File: config.mk
export PLATFORM = sky130hd
export DESIGN_NAME = rnd_stream_m
export DESIGN_NICKNAME = d
export VERILOG_FILES = /design/src/rtl/rnd_stream_m.sv
export SDC_FILE = /design/constraint.sdc
export NUM_CORES = 1
export LEC_CHECK = 0
export CORE_ASPECT_RATIO = 1.4
export CORE_MARGIN = 8
export CORE_UTILIZATION = 53
export CTS_CLUSTER_DIAMETER = 100
export DETAILED_ROUTE_END_ITERATION = 12
export HOLD_SLACK_MARGIN = 0.08
export PLACE_DENSITY = 0.95
export SYNTH_ARGS = -nofsm -noshare
export SYNTH_HDL_FRONTEND = slang
export SYNTH_SLANG_ARGS = --single-unit
File: constraint.sdc
create_clock -name clk -period 3.6 [get_ports clk]
set_input_delay 0.54 -clock clk [delete_from_list [all_inputs] [get_ports clk]]
set_output_delay 0.54 -clock clk [all_outputs]
set_load 0.01 [all_outputs]
File: src/rtl/rnd_stream_m.sv
// XNOR-feedback LFSR word generator with a valid/ready output stream and seedable state.
// Optional lock-up seed substitution is enabled by defining RNDGEN_LOCKUP_DET_EN.
module rnd_stream_m #(
    parameter int              LEN   = 31,
    parameter logic [LEN-1:0]  TAPS  = 31'h4800_0000,
    parameter int              OUT_W = 8
) (
    input  logic             clk,
    input  logic             rst,
    input  logic             seed_valid,
    input  logic [LEN-1:0]   seed,
    output logic             seed_ready,
    output logic             out_valid,
    input  logic             out_ready,
    output logic [OUT_W-1:0] out_data,
    output logic [31:0]      word_cnt,
    output logic             lock_err
);

    // Handshakes: a seed is taken when seed_valid && seed_ready, a word moves when
    // out_valid && out_ready; both are sampled on the rising edge of clk.
    typedef enum logic [1:0] {IDLE, LOAD, RUN} state_t;

    state_t             state_q, state_d;
    logic [LEN-1:0]     lfsr_q, lfsr_d;
    logic               out_valid_q, out_valid_d;
    logic [OUT_W-1:0]   out_data_q, out_data_d;
    logic [31:0]        word_cnt_q, word_cnt_d;

    logic [LEN-1:0]     gen_s;
    logic [OUT_W-1:0]   gen_word;
    logic               fb;
    logic [LEN-1:0]     seed_eff;
    logic               seed_acc;
    logic               xfer;

    // lfsr_q bit i-1 holds s[i]; the output bit is s[LEN] taken before each step.
    always_comb begin
        gen_s    = lfsr_q;
        gen_word = '0;
        fb       = 1'b1;
        for (int k = 0; k < OUT_W; k++) begin
            gen_word[k] = gen_s[LEN-1];
            fb = 1'b1;
            for (int t = 0; t < LEN; t++) begin
                if (TAPS[t]) fb = fb ~^ gen_s[t];
            end
            gen_s = {gen_s[LEN-2:0], fb};
        end
    end

`ifdef RNDGEN_LOCKUP_DET_EN
    logic lock_err_q;
    // All ones is the XNOR fixed point; it is swapped for the all-zero state.
    assign seed_eff = (&seed) ? '0 : seed;

    always_ff @(posedge clk or posedge rst) begin
        if (rst) lock_err_q <= 1'b0;
        else if (seed_acc && (&seed)) lock_err_q <= 1'b1;
    end
    assign lock_err = lock_err_q;
`else
    assign seed_eff = seed;
    assign lock_err = 1'b0;
`endif

    assign seed_ready = (state_q != LOAD);
    assign seed_acc   = seed_valid && seed_ready;
    assign xfer       = out_valid_q && out_ready;

    always_comb begin
        state_d     = state_q;
        lfsr_d      = lfsr_q;
        out_valid_d = out_valid_q;
        out_data_d  = out_data_q;
        word_cnt_d  = word_cnt_q;
        case (state_q)
            IDLE: begin
                state_d     = RUN;
                out_data_d  = gen_word;
                lfsr_d      = gen_s;
                out_valid_d = 1'b1;
            end
            LOAD: begin
                state_d     = RUN;
                out_data_d  = gen_word;
                lfsr_d      = gen_s;
                out_valid_d = 1'b1;
            end
            RUN: begin
                if (xfer) begin
                    out_data_d = gen_word;
                    lfsr_d     = gen_s;
                    word_cnt_d = word_cnt_q + 32'd1;
                end
            end
            default: state_d = IDLE;
        endcase
        // A seed overrides whatever the stream would have done on this edge.
        if (seed_acc) begin
            lfsr_d      = seed_eff;
            out_valid_d = 1'b0;
            word_cnt_d  = '0;
            state_d     = LOAD;
        end
    end

    always_ff @(posedge clk or posedge rst) begin
        if (rst) begin
            state_q     <= IDLE;
            lfsr_q      <= '0;
            out_valid_q <= 1'b0;
            out_data_q  <= '0;
            word_cnt_q  <= '0;
        end else begin
            state_q     <= state_d;
            lfsr_q      <= lfsr_d;
            out_valid_q <= out_valid_d;
            out_data_q  <= out_data_d;
            word_cnt_q  <= word_cnt_d;
        end
    end

    assign out_valid = out_valid_q;
    assign out_data  = out_data_q;
    assign word_cnt  = word_cnt_q;

endmodule

==> run metrics <==
outcome finished clean; distinct cell type count after synthesis 41; GPL Wtd Cong 0.819; Cell Count Post-Placement 496; VDD IR max 0.317 mV; slowest stage delay, CP 0.72 ns; RSZ-0062 raised after global routing false; period utilization 0.680; FF+latch count, synth 74; clock-pin slew on the worst setup and hold paths 0.08 ns; final std cells w/o fill 512; Die Wd 85.6 µm; Die ar. 0.00971 mm²; Worst Clk Skew 0.00472 ns; hold-fix buffers at CTS 0; Worst setup SP type primary input; Worst R2R Start word_cnt[10]; antenna-violating nets left 0; biggest area consumer among synthesized cells dfrtp_1; worst hold start out_data[5]; PD cells 458 mW/mm²; io pins 78; largest net degree at the start of global routing 41; grt ovf 0; number of diodes 0; H-tree depth 3; min Tclk post-route 2.45 ns; Synth Area per Inst 9.87 µm²; port buffer count 76; DR iter-0 viols 170; max cap viols 0; slew margin rel. 0.445; wire length per cell 17.1 µm; Leakage 1.87 nW; cell family with most CP delay simple AND/OR/NAND/NOR gates; Final Hold Fails 0; clock root buffer clkbuf_8; worst slew pin tran 0.831 ns; Slowest cell on crit path or4_1; vias 3141; CP bufs+invs 1; Max Root-Sink Buffers 2; Via density 6.13; fin. max-slew vios 0; Post-synth top flop dfrtp_1; peak fanout along the critical path 10; antenna violations before repair 0; commonest non-fill, non-tap cells in the layout clkdlybuf4s50_1 (76), dfrtp_1 (74), nand2_1 (45); detailed placement HPWL 6240 µm; Syn Inst Count 364; CTS resizes 0; CP most frequent cell or4_1; post-synthesis sequential area ratio 0.515; worst skew pair latency 0.34 ns; CP cell instances clkdlybuf4s50_1 > nand4b_2 > or4_1 > or4_1 > a21oi_1; fraction of layout instances using a drive strength above 1 0.0799; Crit Path Category primary input to register; Post-synth EDFFs 0; row cnt 35; core region area 0.00657 mm²; gr usage total 0.188; R2R depth 4; number of synthesis warnings 0; first-pass GRT wire length 14900 µm; first element of the critical path out_ready; CTS tree done; commonest non-fill, non-tap cell in the layout clkdlybuf4s50_1; Sinks on Clock Net 74; Starting Density 0.547; Placed Area 0.00440 mm²; syn_nets 400; TritonCTS buffer count 9; worst hold slack 0.510 ns; worst slack at placement 0.811 ns; fin nets 469; Hold Path Class register to register; 1st-pass router iterations 5; post-CTS setup buffer count 0; Synth top area share 0.515; Fin Setup TNS 0 ns; post-route cell area 0.00459 mm²; fmax 408 MHz; WP data required 3.87 ns; area delta synth->final 27.9%; Hold Crit Depth 1; final wirelength 8760 µm; Synth area leaders dfrtp_1 (52%), nand2_1 (4.7%), mux2i_1 (3.1%); Die Y 113 µm; CP endpoint kind register; final setup margin 1.15 ns; vias in the first global route 3171; mapped cell area 0.00359 mm²; WP depth 5; ys async rst share 1.00; Setup Viol. Count Final 0; drt drc 0; WP data arrival 2.72 ns
[registers in the layout (all words and copies together) (netlist names)]
| signal | flops |
|---|---|
| lfsr_q | 31 |
| out_data | 8 |
| out_valid | 1 |
| state_q | 2 |
| word_cnt | 32 |
[cell usage after synthesis, types with 5 or more instances]
master / count
dfrtp_1: 74
nand2_1: 45
nor2_1: 25
a21oi_1: 19
clkbuf_1: 18
nand3_1: 14
o21ai_0: 14
or4_1: 14
o31ai_1: 12
xnor2_1: 12
a31oi_1: 11
mux2i_1: 11
and3_1: 9
nor3_1: 9
mux2_2: 8
nand4_1: 8
a221o_1: 7
or3_1: 6
and4_1: 5
inv_1: 5
nand2b_1: 5
o22ai_1: 5
xor2_1: 5
[logic make-up (layout without fill, tap and decap cells)]
| family | after synthesis | in the layout | synth area share |
|---|---|---|---|
| other | 1 | 1 | 0.00104 |
| multiplexers | 19 | 19 | 0.0557 |
| adder cells (fa/ha/maj) | 1 | 1 | 0.00348 |
| AND/OR/NAND/NOR | 149 | 149 | 0.217 |
| XOR/XNOR | 17 | 17 | 0.0414 |
| AO/OA/AOI/OAI | 73 | 73 | 0.130 |
| buffers and inverters | 30 | 104 | 0.0352 |
| flip-flops | 74 | 74 | 0.516 |
[per-layer routing]
metal,vias to the layer above,routed length (µm),GRT usage,share of wire
met5,-,0,0,0
met4,0,248,0.0915,0.028
met3,22,643,0.0482,0.073
met2,132,4330,0.314,0.49
met1,1525,3530,0.220,0.40
li1,1462,-,-,-
[cell type report]
type / count / area [µm²]
clock buffers: 9 / 124
fillers: 490 / 1980
repair buffers: 82 / 818
multi-input cells: 260 / 1610
clock inverters: 7 / 70.1
flip-flops and latches: 74 / 1850
inverters: 6 / 22.5
well taps: 74 / 92.6
[power breakdown]
group	internal, W	leakage (nW)	switching [W]	total, W
clock network	0.000317	0.0873	0.000312	0.000629
logic	0.000234	0.838	0.000193	0.000427
registers	0.000954	0.943	0.0000947	0.00105
[metrics by stage]
step                       util  total power, W
after floorplan               -         0.00130
after global placement    0.670         0.00147
after detailed placement  0.670         0.00149
after CTS                 0.699         0.00212
after global routing      0.699         0.00221
final                     0.699         0.00211
[worst reg2reg max path, cell delays in order (launching register included)]
cell,delay (ns)
dfrtp_1,0.47
nand4_1,0.20
or4_1,0.84
or4_1,0.60
a21oi_1,0.18
[path summary, 6_finish.rpt]
check	end	slack, ns
worst min-delay path	out_data[5]	0.51
worst min register to register	out_data[5]	0.51
min in group asynchronous	word_cnt[4]	0.66
max in group asynchronous	lfsr_q[3]	2.26
worst max-delay path	word_cnt[17]	1.15
worst max register to register	word_cnt[25]	1.22
Note: power is estimated with default switching activity, not from simulation.
